===== config.mk =====
export PLATFORM = sky130hd
export DESIGN_NAME = zero_crossing_detector_mc
export DESIGN_NICKNAME = d
export VERILOG_FILES = /design/src/rtl/zero_crossing_detector_mc.sv
export SDC_FILE = /design/constraint.sdc
export NUM_CORES = 1
export LEC_CHECK = 0
export BUFFER_PORTS_ARGS = -buffer_cell sky130_fd_sc_hd__buf_2
export CAP_MARGIN = 20
export CORE_MARGIN = 3
export CORE_UTILIZATION = 40
export DETAILED_ROUTE_END_ITERATION = 10
export PLACE_DENSITY = 0.69
export RECOVER_POWER = 50
export SKIP_LAST_GASP = 1
export SYNTH_ARGS = -nofsm -noshare
export SYNTH_HDL_FRONTEND = slang
export SYNTH_SLANG_ARGS = --single-unit
export TNS_END_PERCENT = 50

===== constraint.sdc =====
create_clock -name clk -period 18.7 [get_ports clk]
set_input_delay 3.74 -clock clk [delete_from_list [all_inputs] [get_ports clk]]
set_output_delay 3.74 -clock clk [all_outputs]
set_load 0.01 [all_outputs]

===== src/rtl/zero_crossing_detector_mc.sv =====
// zero_crossing_detector_mc
// Multi-channel zero-crossing / period meter for a time-multiplexed sample
// stream. Each channel qualifies threshold crossings with hysteresis, counts
// valid samples between qualified crossings and averages 2^k periods.
//
// Ports
//   clk, rst            clock, synchronous active-high reset
//   in_data_valid       sample strobe
//   in_data             sample (unsigned offset-binary)
//   in_channel          channel of the sample (>= NUM_CH ignored)
//   in_counter_pos      free-running timestamp
//   cfg_enable          0 holds every channel idle and cleared
//   cfg_threshold       crossing level
//   cfg_hysteresis      half-band around the threshold
//   cfg_edge_mode       bit0 rising, bit1 falling
//   cfg_avg_log2        log2 of periods averaged (clamped to AVG_LOG2_MAX)
//   cfg_timeout         max samples without a crossing, 0 disables
//   out_data_valid      one-cycle result pulse
//   out_channel         channel of the result
//   out_number_samples  averaged period in samples, 0 on timeout
//   out_zcd_pos         timestamp of the completing crossing
//   out_timeout         one-cycle timeout pulse (with out_data_valid)
//
// Level FSM
//   state        | meaning
//   LVL_UNKNOWN  | no band decision yet, crossings not reported
//   LVL_LOW      | last decision was at or below the low band edge
//   LVL_HIGH     | last decision was at or above the high band edge
// Measurement FSM
//   state          | meaning
//   MS_WAIT_FIRST  | waiting for a qualified crossing to arm
//   MS_MEASURE     | counting samples between qualified crossings

module zero_crossing_detector_mc #(
  parameter int DATA_WIDTH   = 16,
  parameter int NUM_CH       = 2,
  parameter int CH_WIDTH     = 1,
  parameter int CNT_WIDTH    = 32,
  parameter int AVG_LOG2_MAX = 4
) (
  input  logic                  clk,
  input  logic                  rst,
  input  logic                  in_data_valid,
  input  logic [DATA_WIDTH-1:0] in_data,
  input  logic [CH_WIDTH-1:0]   in_channel,
  input  logic [CNT_WIDTH-1:0]  in_counter_pos,
  input  logic                  cfg_enable,
  input  logic [DATA_WIDTH-1:0] cfg_threshold,
  input  logic [DATA_WIDTH-1:0] cfg_hysteresis,
  input  logic [1:0]            cfg_edge_mode,
  input  logic [2:0]            cfg_avg_log2,
  input  logic [CNT_WIDTH-1:0]  cfg_timeout,
  output logic                  out_data_valid,
  output logic [CH_WIDTH-1:0]   out_channel,
  output logic [CNT_WIDTH-1:0]  out_number_samples,
  output logic [CNT_WIDTH-1:0]  out_zcd_pos,
  output logic                  out_timeout
);

  localparam int ACC_W = CNT_WIDTH + AVG_LOG2_MAX;
  localparam int IDX_W = AVG_LOG2_MAX + 1;
  localparam int CH_W1 = CH_WIDTH + 1;
  localparam logic [2:0]       K_MAX  = 3'(AVG_LOG2_MAX);
  localparam logic [CH_W1-1:0] CH_LIM = CH_W1'(NUM_CH);

  typedef enum logic [1:0] {LVL_UNKNOWN, LVL_LOW, LVL_HIGH} lvl_e;
  typedef enum logic {MS_WAIT_FIRST, MS_MEASURE} meas_e;

  lvl_e                 lvl_q  [NUM_CH];
  meas_e                meas_q [NUM_CH];
  logic [CNT_WIDTH-1:0] cnt_q  [NUM_CH];
  logic [ACC_W-1:0]     acc_q  [NUM_CH];
  logic [IDX_W-1:0]     idx_q  [NUM_CH];

  // Band edges are formed one bit wider so overflow/underflow can saturate.
  logic [DATA_WIDTH:0]   hi_ext, lo_ext;
  logic [DATA_WIDTH-1:0] band_hi, band_lo;
  logic [2:0]            k_eff;
  logic                  ch_ok, fire;

  assign hi_ext  = {1'b0, cfg_threshold} + {1'b0, cfg_hysteresis};
  assign lo_ext  = {1'b0, cfg_threshold} - {1'b0, cfg_hysteresis};
  assign band_hi = hi_ext[DATA_WIDTH] ? '1 : hi_ext[DATA_WIDTH-1:0];
  assign band_lo = lo_ext[DATA_WIDTH] ? '0 : lo_ext[DATA_WIDTH-1:0];
  assign k_eff   = (cfg_avg_log2 > K_MAX) ? K_MAX : cfg_avg_log2;
  assign ch_ok   = ({1'b0, in_channel} < CH_LIM);
  assign fire    = in_data_valid & ch_ok;

  lvl_e                 lvl_cur, lvl_nxt;
  meas_e                meas_cur, meas_nxt;
  logic [CNT_WIDTH-1:0] cnt_cur, cnt_nxt, cnt_inc, emit_num;
  logic [ACC_W-1:0]     acc_cur, acc_nxt, acc_sum;
  logic [IDX_W-1:0]     idx_cur, idx_nxt, idx_inc;
  logic                 at_hi, at_lo, rise, fall, qual, emit, emit_tmo;

  always_comb begin
    lvl_cur  = lvl_q[in_channel];
    meas_cur = meas_q[in_channel];
    cnt_cur  = cnt_q[in_channel];
    acc_cur  = acc_q[in_channel];
    idx_cur  = idx_q[in_channel];
    lvl_nxt  = lvl_cur;
    meas_nxt = meas_cur;
    cnt_nxt  = cnt_cur;
    acc_nxt  = acc_cur;
    idx_nxt  = idx_cur;
    emit     = 1'b0;
    emit_tmo = 1'b0;
    emit_num = '0;
    rise     = 1'b0;
    fall     = 1'b0;
    at_hi    = (in_data >= band_hi);
    at_lo    = (in_data <= band_lo);

    case (lvl_cur)
      LVL_UNKNOWN: begin
        if (at_hi)      lvl_nxt = LVL_HIGH;
        else if (at_lo) lvl_nxt = LVL_LOW;
      end
      LVL_LOW: begin
        if (at_hi) begin
          lvl_nxt = LVL_HIGH;
          rise    = 1'b1;
        end
      end
      LVL_HIGH: begin
        if (at_lo) begin
          lvl_nxt = LVL_LOW;
          fall    = 1'b1;
        end
      end
      default: lvl_nxt = LVL_UNKNOWN;
    endcase

    qual    = (rise & cfg_edge_mode[0]) | (fall & cfg_edge_mode[1]);
    cnt_inc = (&cnt_cur) ? cnt_cur : cnt_cur + 1'b1;
    acc_sum = acc_cur + ACC_W'(cnt_inc);
    idx_inc = idx_cur + 1'b1;

    case (meas_cur)
      MS_WAIT_FIRST: begin
        if (qual) begin
          meas_nxt = MS_MEASURE;
          cnt_nxt  = '0;
          acc_nxt  = '0;
          idx_nxt  = '0;
        end
      end
      MS_MEASURE: begin
        if (qual) begin
          cnt_nxt = '0;
          // ">=" so a reduced cfg_avg_log2 still flushes a partly filled average.
          if (idx_inc >= (IDX_W'(1) << k_eff)) begin
            emit     = 1'b1;
            emit_num = CNT_WIDTH'(acc_sum >> k_eff);
            acc_nxt  = '0;
            idx_nxt  = '0;
          end else begin
            acc_nxt = acc_sum;
            idx_nxt = idx_inc;
          end
        end else if ((cfg_timeout != '0) && (cnt_inc == cfg_timeout)) begin
          emit     = 1'b1;
          emit_tmo = 1'b1;
          meas_nxt = MS_WAIT_FIRST;
          cnt_nxt  = '0;
        end else begin
          cnt_nxt = cnt_inc;
        end
      end
      default: meas_nxt = MS_WAIT_FIRST;
    endcase
  end

  always_ff @(posedge clk) begin
    if (rst) begin
      for (int i = 0; i < NUM_CH; i++) begin
        lvl_q[i]  <= LVL_UNKNOWN;
        meas_q[i] <= MS_WAIT_FIRST;
        cnt_q[i]  <= '0;
        acc_q[i]  <= '0;
        idx_q[i]  <= '0;
      end
      out_data_valid     <= 1'b0;
      out_channel        <= '0;
      out_number_samples <= '0;
      out_zcd_pos        <= '0;
      out_timeout        <= 1'b0;
    end else begin
      out_data_valid <= 1'b0;
      out_timeout    <= 1'b0;
      if (!cfg_enable) begin
        for (int i = 0; i < NUM_CH; i++) begin
          lvl_q[i]  <= LVL_UNKNOWN;
          meas_q[i] <= MS_WAIT_FIRST;
          cnt_q[i]  <= '0;
          acc_q[i]  <= '0;
          idx_q[i]  <= '0;
        end
      end else if (fire) begin
        lvl_q[in_channel]  <= lvl_nxt;
        meas_q[in_channel] <= meas_nxt;
        cnt_q[in_channel]  <= cnt_nxt;
        acc_q[in_channel]  <= acc_nxt;
        idx_q[in_channel]  <= idx_nxt;
        if (emit) begin
          out_data_valid     <= 1'b1;
          out_timeout        <= emit_tmo;
          out_channel        <= in_channel;
          out_number_samples <= emit_num;
          out_zcd_pos        <= in_counter_pos;
        end
      end
    end
  end

endmodule


==> impl_metrics.csv, run 1 <==
group,metric,value,unit
run_status,outcome,"finished with violations",
run_status,failed_checks,"capacitance limit, slew limit",
placed_design,portBuffers,188,
timing,finClkSkew,0.0192,ns
yosys,synth_flop_cell,"edfxtp_1",
global_routing,grt_pass1_vias,16020,
floorplan,core_area,0.0436,sq mm
clock_tree,cts_max_level,1,
timing,tightest_slew,4.29,ns
floorplan,fp.dieW,217,microns
clock_tree,clk_latency,0.54,ns
routing,drcViolationCount,0,
setup_path,crit_family,"buffers and inverters",
global_routing,grt_usage,0.242,
finish,drive_above_1_share,0.128,
yosys,synth_cell_types,92,
timing,fin_setup_tns,0,ns
clock_tree,cts_hold_buffers,0,
floorplan,die_area,0.0473,sq mm
finish,fin_nets,2415,
finish,layout.cells.most_common,"nor2_1",
clock_tree,numCtsBuffers,26,
floorplan,boundaryPins,189,
setup_path,crit_slowest_cell,"clkbuf_1",
yosys,synth_compound_area_frac,0.189,
finish,instances_no_fill,2792,
yosys,syn_inst,2046,
clock_tree,clk_pin_slew,0.06,ns
clock_tree,cts_buffer_depth,3,
yosys,yosys.area_share.adder,0.0767,
clock_tree,post-cts-setup-buffers,0,
global_routing,grt_overflow,0,
routing,viasPerCell,5.87,
yosys,syn_nets,2275,
setup_path,max_stage_delay,1.80,ns
global_routing,grt_max_degree,108,
finish,multiInputGateArea,0.0112,sq mm
timing,rsz0062_at_grt,"false",
floorplan,die_y,217,microns
setup_path,critical_path_required,19.17,ns
placed_design,dp.cells,2741,
yosys,synth-xor-area-share,0.0538,
placed_design,pre_cts_ws,7.67,ns
timing,finalHoldViolCount,0,
routing,routed_wl,59200,microns
routing,wire_per_inst,21.2,microns
timing,fin_crit,12.89,ns
yosys,synthSimpleGateAreaFrac,0.223,
routing,vias,16376,
clock_tree,clock-sinks,219,
global_routing,antenna_found_initial,4,
floorplan,fp-row-count,76,
timing,post-route-period-util,0.689,
setup_path,crit_path_end_kind,"flip-flop",
yosys,syn_area,0.0179,sq mm
setup_path,crit_path_start_kind,"input pin",
floorplan,initial_core_util,0.410,
setup_path,timing.critical_path.buf_inv,3,
clock_tree,cts_tree,"done",
setup_path,cp_max_fo,41,
setup_path,worstPathCellList,"clkbuf_1 > clkbuf_1 > mux2i_1 > inv_1 > ha_1 > nand4_1 > a22oi_2 > and4_1 > a21boi_0 > xnor2_1 > ha_1 > o21ai_0 > o21ai_0 > nand4_1 > a211oi_1 > nor2_1 > o211ai_1 > a21oi_1 > xnor2_1 > mux2i_1 > a222oi_1 > o2bb2ai_1",
yosys,ys_seq_area_frac,0.330,
timing,layout_setup_ws,5.81,ns
flow_run,maxCapViolations,4,
finish,ff_latch_area,0.00591,sq mm
clock_tree,postCtsResizedCells,0,
hold_path,min_path_type,"reg -> reg",
finish,areaGrowthSynthToFinish,12.8,%
timing,setup_viol,0,
yosys,muxShareOfSynthArea,0.0835,
pwr,p_per_area,70.9,mW/mm^2
routing,drt_iter0_markers,1601,
routing,ant_nets,0,
placed_design,hpwl,44300,microns
setup_path,cp.arrival,13.36,ns
yosys,synthArstFlopShare,0,
pwr,p_leak,8.06,nW
yosys,ys_warn_count,0,
finish,num-fill-cells,4213,
pwr,ir_worst_vdd,0.0609,mV
timing,max-slew-margin-rel,-1.86,
clock_tree,root_buffer,"clkbuf_16",
yosys,synth_edf_count,152,
timing,slew_violations,195,
yosys,syn_avg_cell_area,8.74,sq um
yosys,synth_top_family_by_area,"simple AND/OR/NAND/NOR gates",
yosys,yosys_register_bits,219,
finish,final_cell_mix,"nor2_1, nand2_1, edfxtp_1",
placed_design,gp_congestion,1.01,
global_routing,grt_pass1_wl,91500,microns
pwr,finalPower,1.43,mW
setup_path,crit_type,"in -> reg",
routing,first_pass_iters,10,
timing,fmaxAchievable,77.6,MHz
timing,whs,0.464,ns
==> sequential cells by signal, summed over array words and instances (netlist names) <==
register,flops
out_channel,1
meas_q,2
cnt_q,64
out_data_valid,1
out_zcd_pos,32
lvl_q,4
out_timeout,1
out_number_samples,32
acc_q,72
idx_q,10
==> layer usage <==
metal,GRT usage,wire [microns],share of wire,vias to the layer above
li1,-,-,-,7814
met1,0.328,25500,0.43,7763
met2,0.393,27100,0.46,666
met3,0.0323,3850,0.065,127
met4,0.0924,2670,0.045,6
met5,0,46,0.00078,-
==> cells in the mapped netlist, types with 41 or more instances <==
library cell,number,share of area
mux2i_1,85,0.048
nor2_1,250,0.052
nand3_1,51,0.014
a21oi_1,127,0.036
mux2_2,50,0.031
xnor2_1,72,0.035
inv_1,82,0.017
nor3_1,41,0.011
o21ai_0,63,0.018
dfxtp_1,67,0.075
edfxtp_1,152,0.26
ha_1,104,0.073
a21o_1,47,0.020
nand2b_1,93,0.033
nand2_1,157,0.033
clkbuf_1,81,0.017
==> tightest hold or removal path, delay by kind of cell, from the launching register on <==
| kind | cells | cell delay, ns |
|---|---|---|
| AO/OA/AOI/OAI | 1 | 0.05 |
| flip-flops | 1 | 0.31 |
| AND/OR/NAND/NOR | 1 | 0.06 |
==> stage by stage <==
| stage | utilization | cell area (sq um) |
|---|---|---|
| 2_1_floorplan | - | 17900 |
| 3_3_place_gp | 0.443 | 19300 |
| 3_5_place_dp | 0.444 | 19400 |
| 4_1_cts | 0.464 | 20300 |
| 5_1_grt | 0.462 | 20200 |
| 6_report | 0.462 | 20200 |
==> cell families (layout without fill, tap and decap cells) <==
| group | count (synthesis) | count (layout) |
|---|---|---|
| DFF | 219 | 219 |
| xor gates and xnor gates | 105 | 105 |
| muxes | 139 | 139 |
| and+or+nand+nor | 790 | 790 |
| AOI/OAI and AO/OA | 495 | 495 |
| buffers and inverters | 190 | 350 |
| other | 0 | 1 |
| adders and majority gates | 108 | 108 |
==> power breakdown <==
part | leakage [nW] | switching (mW) | internal (mW)
combinational | 5.38 | 0.219 | 0.132
sequential | 2.24 | 0.00914 | 0.538
clock | 0.440 | 0.211 | 0.322
total | 8.06 | 0.439 | 0.991
==> worst paths after layout <==
path	startpoint	endpoint	slack, ns	cells after the start
worst max-delay path	in_channel	out_number_samples[28]$_SDFFE_PP0P_	5.81	22
worst min-delay path	out_number_samples[0]$_SDFFE_PP0P_	out_number_samples[0]$_SDFFE_PP0P_	0.46	2
worst max register to register	cnt_q[1][0]$_SDFFCE_PN0P_	out_number_samples[28]$_SDFFE_PP0P_	11.89	20
worst min register to register	out_number_samples[0]$_SDFFE_PP0P_	out_number_samples[0]$_SDFFE_PP0P_	0.46	2
==> final cells by class <==
type	count	area share
antenna	1	0.000124
multi-input combinational	1637	0.557
inverter	82	0.0153
timing repair buffer	220	0.0536
tap	585	0.0363
clock buffer	34	0.0368
clock inverter	14	0.00782
sequential	219	0.293
(Power assumes the default switching activity.)
==> inputs of run 2 (changes only) <==
--- a/config.mk
+++ b/config.mk
@@ -10,7 +10,7 @@
 export CORE_MARGIN = 3
 export CORE_UTILIZATION = 40
 export DETAILED_ROUTE_END_ITERATION = 10
-export PLACE_DENSITY = 0.69
+export PLACE_DENSITY = 0.71
 export RECOVER_POWER = 50
 export SKIP_LAST_GASP = 1
 export SYNTH_ARGS = -nofsm -noshare
==> constraint.sdc (replaced) <==
create_clock -name clk -period 10.5 [get_ports clk]
set_input_delay 2.1 -clock clk [delete_from_list [all_inputs] [get_ports clk]]
set_output_delay 2.1 -clock clk [all_outputs]
set_load 0.01 [all_outputs]
==> run 2 against run 1 <==
  * The flow still finishes with violations (capacitance limit, slew limit)
  * Clock power up 65%
  * Clock skew up 0.0065 ns
  * Register-to-register slack worse by 7.8 ns
  * Wire length down 1.6%
  * Worst hold slack better by 0.0053 ns
  * Global-route usage down 0.58 points
  * Highest routed layer unchanged
  * Critical path depth down 5
  * Largest power group unchanged
  * Critical path type unchanged
  * Cell count down 0.14%
==> impl_metrics.csv, run 2 (same netlist as run 1, synthesis figures left out) <==
group,metric,value,unit
clock_tree,root_buffer,"clkbuf_16",
clock_tree,clk_pin_slew,0.06,ns
clock_tree,cts_max_level,1,
finish,layout.cells.most_common,"nor2_1",
floorplan,die_y,217,microns
floorplan,fp.dieW,217,microns
clock_tree,cts_tree,"done",
setup_path,cp-startpoint,"in_channel",
placed_design,gp_congestion,0.947,
global_routing,antenna_found_initial,4,
timing,tightest_slew,3.60,ns
global_routing,grt_util_met2,0.391,
global_routing,gr-usage-met3,0.0334,
clock_tree,postCtsResizedCells,0,
setup_path,max_stage_delay,0.86,ns
floorplan,initial_core_util,0.410,
finish,num-fill-cells,4239,
run_status,failed_checks,"capacitance limit, slew limit",
timing,post-route-period-util,0.801,
floorplan,boundaryPins,189,
timing,rsz0062_at_grt,"false",
setup_path,crit_end,"out_number_samples[21]$_SDFFE_PP0P_",
global_routing,grt_usage,0.236,
routing,wire_per_inst,20.9,microns
placed_design,hpwl,43700,microns
global_routing,use_met1,0.317,
timing,fin_crit,8.41,ns
timing,whs,0.469,ns
clock_tree,clk_latency,0.55,ns
global_routing,grt_pass1_wl,89500,microns
setup_path,crit_type,"in -> reg",
placed_design,portBuffers,188,
finish,drive_above_1_share,0.125,
routing,first_pass_iters,7,
timing,finClkSkew,0.0257,ns
finish,largest_reg_flops,72,
pwr,p_per_area,123,mW/mm^2
floorplan,fp-row-count,76,
global_routing,grt_overflow,0,
timing,setup_viol,0,
clock_tree,numCtsBuffers,26,
routing,drcViolationCount,0,
timing,fin_setup_tns,0,ns
setup_path,reg2reg_depth,19,
routing,ant_nets,0,
clock_tree,clock-sinks,219,
clock_tree,cts_hold_buffers,0,
setup_path,cp.arrival,8.86,ns
floorplan,die_area,0.0473,sq mm
setup_path,cp_max_fo,96,
finish,final_cell_mix,"nor2_1, nand2_1, edfxtp_1",
setup_path,crit_path_end_kind,"flip-flop",
finish,top_register,"acc_q",
routing,drt_iter0_markers,1770,
global_routing,busiest_layer,"met2",
finish,multiInputGateArea,0.0112,sq mm
routing,vias,16563,
finish,areaGrowthSynthToFinish,12.5,%
timing,max-slew-margin-rel,-1.40,
global_routing,grt_pass1_vias,15898,
routing,viasPerCell,5.94,
setup_path,crit_path_start_kind,"input pin",
global_routing,grt_max_degree,109,
run_status,outcome,"finished with violations",
timing,finalHoldViolCount,0,
timing,fmaxAchievable,119,MHz
setup_path,r2r_start,"cnt_q[0][0]$_SDFFCE_PN0P_",
floorplan,core_area,0.0436,sq mm
setup_path,r2r_slack,4.07,ns
setup_path,critical_path_required,10.95,ns
pwr,ir_worst_vdd,0.104,mV
pwr,p_leak,8.04,nW
setup_path,worstPathCellList,"buf_4 > buf_12 > mux2i_1 > a21o_1 > or4_4 > a211oi_1 > ha_1 > and3_1 > and4_1 > a221oi_1 > a21oi_1 > a211o_1 > mux2i_1 > nor4b_1 > a21oi_1 > a221o_1 > o32ai_1",
clock_tree,cts_buffer_depth,3,
finish,ff_latch_area,0.00591,sq mm
hold_path,min_path_type,"reg -> reg",
setup_path,r2r-end,"out_number_samples[21]$_SDFFE_PP0P_",
clock_tree,post-cts-setup-buffers,0,
flow_run,maxCapViolations,2,
finish,top_regs,"acc_q x72, cnt_q x64",
routing,routed_wl,58300,microns
timing,slew_violations,111,
setup_path,crit_slowest_cell,"nor4b_1",
finish,fin_nets,2410,
==> run 2: worst min path at each step <==
stage / from / cells past startpoint / to
after floorplan: out_number_samples[11]$_SDFFE_PP0P_ / 2 / out_number_samples[11]$_SDFFE_PP0P_
after global placement: out_number_samples[1]$_SDFFE_PP0P_ / 2 / out_number_samples[1]$_SDFFE_PP0P_
after detailed placement: out_number_samples[1]$_SDFFE_PP0P_ / 2 / out_number_samples[1]$_SDFFE_PP0P_
after CTS: out_number_samples[1]$_SDFFE_PP0P_ / 2 / out_number_samples[1]$_SDFFE_PP0P_
after global routing: out_number_samples[1]$_SDFFE_PP0P_ / 2 / out_number_samples[1]$_SDFFE_PP0P_
final: out_number_samples[1]$_SDFFE_PP0P_ / 2 / out_number_samples[1]$_SDFFE_PP0P_
==> run 2: worst max-delay path: cells and delay by family <==
kind                     cells  cell delay (ns)
adder cells (fa/ha/maj)      1             0.40
multiplexers                 2             0.50
AO/OA/AOI/OAI                8             2.81
AND/OR/NAND/NOR              4             1.97
buffers and inverters        2             0.89
==> run 2: layer usage <==
metal,part of all wire,vias to the layer above
met3,0.074,105
met5,0.00036,-
met1,0.43,7930
li1,-,7813
met4,0.037,4
met2,0.46,711
==> run 2: final cells by class <==
type                       count  area share
clock inverter                12     0.00392
timing repair buffer         215      0.0547
antenna                        2    0.000249
tap                          585      0.0364
inverter                      82      0.0153
multi-input combinational   1637       0.558
sequential                   219       0.294
clock buffer                  36      0.0378
==> run 2: power breakdown <==
| group | internal, mW | total (mW) | switching [mW] |
|---|---|---|---|
| combinational | 0.235 | 0.621 | 0.386 |
| sequential | 0.957 | 0.973 | 0.0162 |
| clock | 0.507 | 0.879 | 0.371 |
| total | 1.70 | 2.47 | 0.774 |
==> run 2: metrics by stage <==
stage | instance area, sq um | util | worst slack (ns) | total power [mW] | std cells
final | 20100 | 0.461 | 2.09 | 2.47 | 2788
after global routing | 20100 | 0.461 | 1.72 | 2.59 | 2786
after CTS | 20200 | 0.462 | 2.44 | 2.48 | 2782
after detailed placement | 19300 | 0.443 | 1.86 | 1.60 | 2734
after global placement | 19300 | 0.443 | 1.97 | 1.59 | 2734
after floorplan | 17900 | - | 2.61 | 1.41 | 2046
==> inputs of run 3 (changes only) <==
==> constraint.sdc (replaced) <==
create_clock -name clk -period 7.7 [get_ports clk]
set_input_delay 1.54 -clock clk [delete_from_list [all_inputs] [get_ports clk]]
set_output_delay 1.54 -clock clk [all_outputs]
set_load 0.01 [all_outputs]
==> run 3 against run 2 <==
  * The run still ends with capacitance limit, slew limit left
  * Combinational power up 42%
  * Non-clock buffer count up 57
  * Total power up 45%
  * Critical path depth up 10
  * First-iteration DRC count down 3.7%
  * Core utilization up 1.4 points
  * Largest power group is now clock
  * Highest routed layer unchanged
==> impl_metrics.csv, run 3 (same netlist as run 1, synthesis figures left out) <==
group,metric,value,unit
setup_path,critical_path_required,8.11,ns
setup_path,r2r-end,"out_number_samples[30]$_SDFFE_PP0P_",
routing,drt_iter0_markers,1704,
timing,setup_viol,0,
finish,largest_reg_flops,72,
timing,finalHoldViolCount,0,
finish,top_regs,"acc_q x72, cnt_q x64",
routing,drcViolationCount,0,
setup_path,cp_max_fo,30,
global_routing,grt_pass1_wl,92400,microns
setup_path,crit_path_start_kind,"input pin",
clock_tree,root_buffer,"clkbuf_16",
timing,slew_violations,109,
setup_path,cp.arrival,7.28,ns
setup_path,crit_end,"out_number_samples[30]$_SDFFE_PP0P_",
routing,wire_per_inst,21.1,microns
clock_tree,numCtsBuffers,26,
floorplan,core_area,0.0436,sq mm
floorplan,die_y,217,microns
setup_path,crit_type,"in -> reg",
floorplan,die_area,0.0473,sq mm
floorplan,fp.dieW,217,microns
clock_tree,cts_tree,"done",
routing,viasPerCell,5.92,
finish,final_cell_mix,"nor2_1, nand2_1, edfxtp_1",
pwr,ir_worst_vdd,0.153,mV
setup_path,cp-startpoint,"cfg_threshold[0]",
setup_path,crit_path_end_kind,"flip-flop",
global_routing,grt_pass1_vias,16254,
clock_tree,clk_latency,0.57,ns
timing,finClkSkew,0.0398,ns
hold_path,min_path_type,"reg -> reg",
timing,fmaxAchievable,145,MHz
setup_path,r2r_slack,1.81,ns
finish,fin_nets,2467,
routing,vias,16853,
finish,top_register,"acc_q",
clock_tree,cts_hold_buffers,0,
pwr,p_per_area,174,mW/mm^2
global_routing,antenna_found_initial,4,
routing,first_pass_iters,6,
finish,final_core_util,0.475,
floorplan,initial_core_util,0.410,
clock_tree,clock-sinks,219,
timing,rsz0062_at_grt,"false",
flow_run,maxCapViolations,1,
timing,tightest_slew,3.57,ns
placed_design,hpwl,45300,microns
placed_design,portBuffers,188,
run_status,failed_checks,"capacitance limit, slew limit",
finish,layout.cells.most_common,"nor2_1",
clock_tree,postCtsResizedCells,0,
clock_tree,clk_pin_slew,0.06,ns
global_routing,grt_overflow,0,
timing,max-slew-margin-rel,-1.38,
setup_path,reg2reg_depth,22,
finish,areaGrowthSynthToFinish,15.9,%
timing,post-route-period-util,0.893,
pwr,finalPower,3.60,mW
timing,fin_setup_tns,0,ns
finish,final_area,0.0207,sq mm
timing,fin_crit,6.87,ns
routing,routed_wl,60100,microns
run_status,outcome,"finished with violations",
placed_design,gp_congestion,1.01,
finish,drive_above_1_share,0.151,
routing,ant_nets,0,
finish,num-fill-cells,4166,
setup_path,r2r_start,"cnt_q[0][0]$_SDFFCE_PN0P_",
clock_tree,cts_buffer_depth,3,
clock_tree,post-cts-setup-buffers,0,
pwr,p_leak,8.40,nW
floorplan,boundaryPins,189,
global_routing,grt_usage,0.244,
floorplan,fp-row-count,76,
placed_design,dpl_cell_area,0.0198,sq mm
global_routing,grt_max_degree,109,
clock_tree,cts_max_level,1,
run 3: worst min path at each step:
| stage | cells past startpoint | end | start | slack [ns] |
|---|---|---|---|---|
| floorplan | 2 | out_number_samples[11]$_SDFFE_PP0P_ | out_number_samples[11]$_SDFFE_PP0P_ | 0.49 |
| global placement | 2 | out_number_samples[11]$_SDFFE_PP0P_ | out_number_samples[11]$_SDFFE_PP0P_ | 0.45 |
| detailed placement | 2 | out_number_samples[1]$_SDFFE_PP0P_ | out_number_samples[1]$_SDFFE_PP0P_ | 0.46 |
| CTS | 2 | out_number_samples[1]$_SDFFE_PP0P_ | out_number_samples[1]$_SDFFE_PP0P_ | 0.47 |
| global route | 2 | out_number_samples[11]$_SDFFE_PP0P_ | out_number_samples[11]$_SDFFE_PP0P_ | 0.49 |
| finish | 2 | out_number_samples[1]$_SDFFE_PP0P_ | out_number_samples[1]$_SDFFE_PP0P_ | 0.47 |
run 3: where the power goes:
group	switching [mW]	internal (mW)	total, mW
clock network	0.537	0.854	1.39
registers	0.0225	1.30	1.33
logic	0.537	0.343	0.880
run 3: routing by layer:
layer,vias up,track usage,part of all wire
met2,755,0.399,0.46
met3,141,0.0335,0.078
met5,-,0,0.00045
met1,8020,0.331,0.42
met4,4,0.0881,0.040
li1,7933,-,-
run 3: cell type report:
| type | instances | area (sq um) | share of cell area |
|---|---|---|---|
| timing repair buffer | 272 | 1530 | 0.0739 |
| multi-input combinational | 1637 | 11200 | 0.542 |
| tap | 585 | 732 | 0.0353 |
| clock buffer | 41 | 950 | 0.0458 |
| sequential | 219 | 5910 | 0.285 |
| antenna | 2 | 5.00 | 0.000242 |
| clock inverter | 7 | 51.3 | 0.00248 |
| inverter | 82 | 308 | 0.0149 |
run 3: worst max-delay path: stages:
cell,delay (ns)
buf_2,0.09
inv_1,0.04
ha_1,0.21
fa_1,0.42
nor2b_1,0.13
o21ai_0,0.10
a21boi_0,0.23
o21ai_0,0.12
nand2b_1,0.12
a21oi_1,0.10
o2111ai_1,0.32
a31oi_1,0.23
o21bai_1,0.19
a21o_1,0.35
nand2b_1,0.10
ha_1,0.30
nor2b_1,0.13
o21a_1,0.16
o21a_1,0.16
o21ai_0,0.17
a21oi_1,0.09
o21ai_0,0.30
and3_1,0.28
a31o_2,0.18
buf_4,0.36
nand2_1,0.56
o32ai_1,0.29
run 3: stage by stage:
stage | worst slack [ns] | hold WS, ns | std cells
global placement | 0.553 | 0.454 | 2794
detailed placement | 0.349 | 0.455 | 2794
floorplan | 0.366 | 0.486 | 2046
CTS | 0.904 | 0.466 | 2842
finish | 0.827 | 0.466 | 2845
global route | 0.332 | 0.493 | 2843
